File: src/rtl/matvec_pkg.sv
// Shared types and sizing helpers for the matrix-vector engine.
package matvec_pkg;

    typedef enum logic [1:0] {IDLE, LOAD_W, LOAD_X, RUN} state_t;

    function automatic int out_width(input int in_w, input int n);
        return 2 * in_w + $clog2(n);
    endfunction

    // Bits needed to count 0..depth-1, never less than one.
    function automatic int cnt_width(input int depth);
        return (depth < 2) ? 1 : $clog2(depth);
    endfunction

endpackage

File: src/rtl/matvec_mac.sv
// Pipelined signed multiplier followed by a load/accumulate register.
// Valid/first/last tags ride alongside the product; one enable stalls everything.
module matvec_mac import matvec_pkg::*; #(
    parameter int IN_W        = 14,
    parameter int MULT_STAGES = 7,
    parameter int OUT_W       = 30
) (
    input  logic                    clk,
    input  logic                    reset,
    input  logic                    en,
    input  logic                    in_valid,
    input  logic                    in_first,
    input  logic                    in_last,
    input  logic signed [IN_W-1:0]  a,
    input  logic signed [IN_W-1:0]  b,
    output logic signed [OUT_W-1:0] acc,
    output logic                    acc_done
);
    localparam int PW = 2 * IN_W;
    localparam int TW = PW + 3;

    logic signed [PW-1:0]    a_ext, b_ext, prod, s_prod;
    logic signed [OUT_W-1:0] s_ext;
    logic [TW-1:0]           stage_in, stage_out;
    logic                    s_valid, s_first, s_last;

    assign a_ext    = PW'(a);
    assign b_ext    = PW'(b);
    assign prod     = a_ext * b_ext;
    assign stage_in = {in_valid, in_first, in_last, prod};

    generate
        if (MULT_STAGES == 0) begin : g_comb
            assign stage_out = stage_in;
        end else begin : g_pipe
            logic [TW-1:0] pipe [MULT_STAGES];
            always_ff @(posedge clk or posedge reset) begin
                if (reset) begin
                    for (int i = 0; i < MULT_STAGES; i++) pipe[i] <= '0;
                end else if (en) begin
                    pipe[0] <= stage_in;
                    for (int i = 1; i < MULT_STAGES; i++) pipe[i] <= pipe[i-1];
                end
            end
            assign stage_out = pipe[MULT_STAGES-1];
        end
    endgenerate

    assign {s_valid, s_first, s_last, s_prod} = stage_out;
    assign s_ext = OUT_W'(s_prod);

    // Loading on the first term of a row avoids a separate clear cycle.
    always_ff @(posedge clk or posedge reset) begin
        if (reset) begin
            acc      <= '0;
            acc_done <= 1'b0;
        end else if (en) begin
            acc_done <= s_valid & s_last;
            if (s_valid) acc <= s_first ? s_ext : acc + s_ext;
        end
    end

endmodule

File: src/rtl/matvec_mxn.sv
// Matrix-vector engine y = W*x with streamed W/x loading and streamed row results.
// Define MATVEC_RELU_EN to clamp negative results to zero at the output register.
module matvec_mxn import matvec_pkg::*; #(
    parameter  int M           = 3,
    parameter  int N           = 3,
    parameter  int IN_W        = 14,
    parameter  int MULT_STAGES = 7,
    localparam int OUT_W       = out_width(IN_W, N)
) (
    input  logic             clk,
    input  logic             reset,
    input  logic             input_valid,
    output logic             input_ready,
    input  logic [IN_W-1:0]  input_data,
    input  logic             new_matrix,
    output logic             output_valid,
    input  logic             output_ready,
    output logic [OUT_W-1:0] output_data
);
    localparam int MN = M * N;
    localparam int KW = cnt_width(MN);
    localparam int JW = cnt_width(N);
    localparam int RW = cnt_width(M);

    // Handshake: a beat moves on a rising edge where valid and ready are both high;
    // ready never depends on valid, and a stalled output holds data and valid steady.
    state_t                  state, state_next;
    logic                    mat_loaded, iss_done;
    logic [KW-1:0]           ld_cnt, w_idx;
    logic [RW-1:0]           iss_r, out_cnt;
    logic [JW-1:0]           iss_j;
    logic signed [IN_W-1:0]  w_mem [MN];
    logic signed [IN_W-1:0]  x_mem [N];
    logic signed [IN_W-1:0]  rd_w, rd_x;
    logic                    rd_valid, rd_first, rd_last;
    logic signed [OUT_W-1:0] acc, y_out;
    logic                    acc_done;
    logic                    in_fire, out_fire, stall, wr_w, wr_x, last_w, last_x, issue;

    assign in_fire  = input_valid & input_ready;
    assign out_fire = output_valid & output_ready;
    assign stall    = output_valid & ~output_ready;
    assign wr_w     = in_fire & ((state == LOAD_W) | ((state == IDLE) & (new_matrix | ~mat_loaded)));
    assign wr_x     = in_fire & ~wr_w;
    assign last_w   = (ld_cnt == KW'(MN - 1));
    assign last_x   = (ld_cnt == KW'(N - 1));
    assign issue    = (state == RUN) & ~iss_done & ~stall;
    assign w_idx    = KW'(iss_r * N + iss_j);

    always_ff @(posedge clk or posedge reset) begin
        if (reset) state <= IDLE;
        else       state <= state_next;
    end

    always_comb begin
        state_next  = state;
        input_ready = 1'b1;
        case (state)
            IDLE, LOAD_W, LOAD_X: begin
                if (wr_w && last_w)      state_next = LOAD_X;
                else if (wr_w)           state_next = LOAD_W;
                else if (wr_x && last_x) state_next = RUN;
                else if (wr_x)           state_next = LOAD_X;
            end
            RUN: begin
                input_ready = 1'b0;
                if (out_fire && out_cnt == RW'(M - 1)) state_next = IDLE;
            end
            default: state_next = IDLE;
        endcase
    end

    always_ff @(posedge clk or posedge reset) begin
        if (reset) begin
            ld_cnt     <= '0;
            mat_loaded <= 1'b0;
        end else if (wr_w) begin
            ld_cnt <= last_w ? '0 : ld_cnt + 1'b1;
            if (last_w) mat_loaded <= 1'b1;
        end else if (wr_x) begin
            ld_cnt <= last_x ? '0 : ld_cnt + 1'b1;
        end
    end

    // Storage has no reset: contents are always rewritten before use.
    always_ff @(posedge clk) begin
        if (wr_w) w_mem[ld_cnt] <= input_data;
        if (wr_x) x_mem[ld_cnt[JW-1:0]] <= input_data;
    end

    always_ff @(posedge clk or posedge reset) begin
        if (reset) begin
            iss_r    <= '0;
            iss_j    <= '0;
            iss_done <= 1'b0;
        end else if (state != RUN) begin
            iss_r    <= '0;
            iss_j    <= '0;
            iss_done <= 1'b0;
        end else if (issue) begin
            if (iss_j == JW'(N - 1)) begin
                iss_j <= '0;
                if (iss_r == RW'(M - 1)) iss_done <= 1'b1;
                else                     iss_r    <= iss_r + 1'b1;
            end else begin
                iss_j <= iss_j + 1'b1;
            end
        end
    end

    always_ff @(posedge clk or posedge reset) begin
        if (reset) begin
            rd_valid <= 1'b0;
            rd_first <= 1'b0;
            rd_last  <= 1'b0;
            rd_w     <= '0;
            rd_x     <= '0;
        end else if (!stall) begin
            rd_valid <= issue;
            rd_first <= (iss_j == '0);
            rd_last  <= (iss_j == JW'(N - 1));
            rd_w     <= w_mem[w_idx];
            rd_x     <= x_mem[iss_j];
        end
    end

    matvec_mac #(
        .IN_W        (IN_W),
        .MULT_STAGES (MULT_STAGES),
        .OUT_W       (OUT_W)
    ) u_mac (
        .clk      (clk),
        .reset    (reset),
        .en       (~stall),
        .in_valid (rd_valid),
        .in_first (rd_first),
        .in_last  (rd_last),
        .a        (rd_w),
        .b        (rd_x),
        .acc      (acc),
        .acc_done (acc_done)
    );

    always_comb begin
`ifdef MATVEC_RELU_EN
        y_out = acc[OUT_W-1] ? '0 : acc;
`else
        y_out = acc;
`endif
    end

    always_ff @(posedge clk or posedge reset) begin
        if (reset) begin
            output_valid <= 1'b0;
            output_data  <= '0;
        end else if (!stall) begin
            output_valid <= acc_done;
            if (acc_done) output_data <= y_out;
        end
    end

    always_ff @(posedge clk or posedge reset) begin
        if (reset)              out_cnt <= '0;
        else if (state != RUN)  out_cnt <= '0;
        else if (out_fire)      out_cnt <= (out_cnt == RW'(M - 1)) ? '0 : out_cnt + 1'b1;
    end

endmodule

File: config.mk
export PLATFORM = sky130hd
export DESIGN_NAME = matvec_mxn
export DESIGN_NICKNAME = d
export VERILOG_FILES = /design/src/rtl/matvec_pkg.sv /design/src/rtl/matvec_mac.sv /design/src/rtl/matvec_mxn.sv
export SDC_FILE = /design/constraint.sdc
export NUM_CORES = 2
export LEC_CHECK = 0
export BUFFER_PORTS_ARGS = -buffer_cell sky130_fd_sc_hd__buf_2
export CORE_MARGIN = 2
export CORE_UTILIZATION = 40
export CTS_CLUSTER_DIAMETER = 40
export DETAILED_ROUTE_END_ITERATION = 7
export PLACE_DENSITY_LB_ADDON = 0.2
export RECOVER_POWER = 25
export REMOVE_ABC_BUFFERS = 1
export SLEW_MARGIN = 25
export SYNTH_ARGS = -nofsm -noshare
export SYNTH_HDL_FRONTEND = slang
export SYNTH_HIERARCHICAL = 1
export SYNTH_SLANG_ARGS = --single-unit
export TNS_END_PERCENT = 20
File: constraint.sdc
create_clock -name clk -period 9.1 [get_ports clk]
set_input_delay 0.455 -clock clk [delete_from_list [all_inputs] [get_ports clk]]
set_output_delay 0.455 -clock clk [all_outputs]
set_load 0.02 [all_outputs]
==> impl_metrics.yaml <==
outcome:
  status: "finished, violations left"
  violations: "capacitance limit, slew limit"
cells_and_area:
  final_common_cell: "dfrtp_1"
  multi_input_area_mm2: 0.0135
  ff_latch_area_mm2: 0.0132
  antenna_cells: 0
  nets: 2654
  layout_common_cells: "323 x dfrtp_1, 248 x inv_1, 240 x mux2_2"
  area_delta_synth_final_pct: 13.1
  fill_cells: 6417
  drive_above_1_share_pct: 18.4
setup_path:
  reg2reg_from: "rd_w[7]$_DFFE_PP0P_"
  crit_slowest_cell: "a2111oi_0"
  r2r_cells: 22
  rr_endpoint: "u_mac/g_pipe.pipe[213]$_DFFE_PP0P_"
  ff2ff_setup_slack_ps: 2550
  cp_max_fo: 15
  worst_setup_path_start_kind: "flip-flop"
  cp-end-kind: "flip-flop"
  worstPathArrival_ps: 7010
  path_cells: "and2_1 > fa_1 > inv_1 > fa_1 > inv_1 > fa_1 > inv_1 > fa_1 > inv_1 > fa_1 > inv_1 > fa_1 > inv_1 > ha_1 > a2111oi_0 > o21ai_1 > nand2_1 > a21oi_1 > a221o_1 > a211oi_1 > xor2_1 > mux2_2"
  worst_ep_required_time_ps: 9570
  crit_type: "reg2reg"
  crit_end: "u_mac/g_pipe.pipe[213]$_DFFE_PP0P_"
  crit_start: "rd_w[7]$_DFFE_PP0P_"
  critPathMaxStageDelay_ps: 600
sta:
  finClkSkew_ps: 29.2
  fmax_mhz: 153
  tns_ps: 0
  finalWorstSetupSlack_ps: 2550
  final_hold_viol_count: 0
  slew_headroom_pct: -216
  fin_crit_sh_pct: 71.9
  setup_violations: 0
  worst_pin_slew_ps: 4720
  slew_violations: 138
  holdWs_ps: 239
  rsz0062_at_grt: "false"
  period_minus_slack_ps: 6550
yosys:
  synth_top_area_cell: "dfrtp_1"
  yosysSeqAreaShare_pct: 46.9
  avgSynthCellArea_um2: 12.2
  synth_edf_count: 168
  synthFlopType: "dfrtp_1"
  yosysTopAreaCellShare_pct: 28.9
  synth.distinct_cells: 70
  syn-cell-area_mm2: 0.0280
  postSynthCellCount: 2293
  yosys_register_bits: 492
  synthArstFlopShare_pct: 65.9
  synth_area_leaders: "dfrtp_1 29%, edfxtp_1 18%, fa_1 14%, mux2_2 9.6%, ha_1 4.6%"
  synth-warning-count: 6
drt:
  vias: 16483
  via_per_inst: 4.95
  wl_per_cell_um: 15.8
  drtAntennaViolNets: 0
  drc: 0
  drt_wl_total_mm: 52.7
  drt_first_pass_iters: 5
  drt_iter0_markers: 870
clock_tree:
  cts_hold_buf: 1
  cts_buffers: 74
  htreeDepth: 3
  clk_latency_ps: 610
  postCtsSetupBuffers: 0
  tritoncts: "yes"
  clk_pin_slew_ps: 50
  cts_resized: 0
  cts_buffer_depth: 3
  cts_sinks: 492
  ctsRootBufferMaster: "clkbuf_16"
min_path:
  hold_path.class: "in2reg"
floorplanning:
  rows: 97
  dieHeight_um: 269
  dieArea_mm2: 0.0722
  start_util_pct: 40.2
  fp.dieW_um: 269
  ioPinCount: 51
  core-area_mm2: 0.0697
grt:
  overflow: 0
  grtUsageTotal_pct: 15.3
  antenna_found_initial: 0
  grt_first_pass_wirelength_mm: 90.1
  grt_max_degree: 144
  grt_pass1_vias: 17316
job:
  cap_violations: 2
place:
  gp_congestion: 0.839
  dp_hpwl_mm: 37.2
  io_buffers: 50
  place_ws_ps: 2630
## routing by layer
metal  global-route usage [%]  wire, um  share of wire [%]  up-vias
met4                     4.70      1220                2.3        0
li1                         -         -                  -     7880
met5                        0         0                  0        -
met1                     20.8     25200                 48     8262
met3                     2.37      1600                3.0       99
met2                     25.4     24700                 47      242
## per-stage QoR
stage	cells	util [%]	cell area [um2]
after global placement	3197	41.9	29200
after global routing	3332	45.5	31700
after detailed placement	3197	41.9	29200
after floorplan	2193	-	27600
after CTS	3332	45.6	31700
final	3332	45.5	31700
## how the worst min path moves through the flow
| stage | startpoint | end | slack, ps | cells after the start |
|---|---|---|---|---|
| after floorplan | rd_first$_DFFE_PP0P_ | rd_first$_DFFE_PP0P_ | 440 | 2 |
| after global placement | rd_last$_DFFE_PP0P_ | rd_last$_DFFE_PP0P_ | 460 | 1 |
| after detailed placement | mat_loaded$_DFFE_PP0P_ | mat_loaded$_DFFE_PP0P_ | 470 | 1 |
| after CTS | input_data[8] | w_mem[6][8]$_DFFE_PP_ | 160 | 1 |
| after global routing | input_valid | ld_cnt[0]$_DFFE_PP0P_ | 230 | 3 |
| final | input_valid | ld_cnt[0]$_DFFE_PP0P_ | 240 | 3 |
## worst max-delay path, delay by kind of cell, from the launching register on
kind	cells	cell delay, ps
multiplexers	1	260
adder cells (fa/ha/maj)	7	3220
buffers and inverters	6	280
AO/OA/AOI/OAI	5	1640
flip-flops	1	560
AND/OR/NAND/NOR	2	370
XOR/XNOR	1	90
## cells in the mapped netlist (23+ instances only)
cell	count
mux2_2	240
fa_1	198
nor2_1	62
a22oi_1	31
a21o_1	23
xnor2_1	36
edfxtp_1	168
nand2_1	179
inv_1	251
mux2i_1	81
o21ai_0	69
dfrtp_1	324
and2_1	105
ha_1	103
a21oi_1	93
clkbuf_1	75
## kinds of logic (layout without fill, tap and decap cells)
family / Yosys count / count (layout) / synth area share, %
multiplexers: 324 / 324 / 12.7
flip-flops: 492 / 492 / 46.9
AND/OR/NAND/NOR: 467 / 467 / 8.33
AO/OA/AOI/OAI: 305 / 305 / 6.77
adder cells (fa/ha/maj): 301 / 301 / 18.7
XOR/XNOR: 52 / 52 / 1.62
buffers and inverters: 352 / 451 / 4.95
## state kept, by name (all words and copies together) (netlist names), 4 cells and up
| signal | cells |
|---|---|
| u_mac/g_pipe.pipe | 186 |
| w_mem | 126 |
| x_mem | 42 |
| u_mac/stage_out | 31 |
| output_data | 30 |
| u_mac/acc | 30 |
| rd_w | 14 |
| rd_x | 14 |
| ld_cnt | 4 |
## layout make-up
cell class / instances / share of cell area, %
clock inverters: 45 / 1.72
repair buffers: 65 / 1.13
flip-flops and latches: 492 / 41.5
clock buffers: 89 / 6.34
inverters: 252 / 3.01
well taps: 940 / 3.71
multi-input cells: 1449 / 42.6
Power is left out: the tool's default activity adds up to more than one toggle a clock period on the data nets, which glitch-free logic cannot reach.
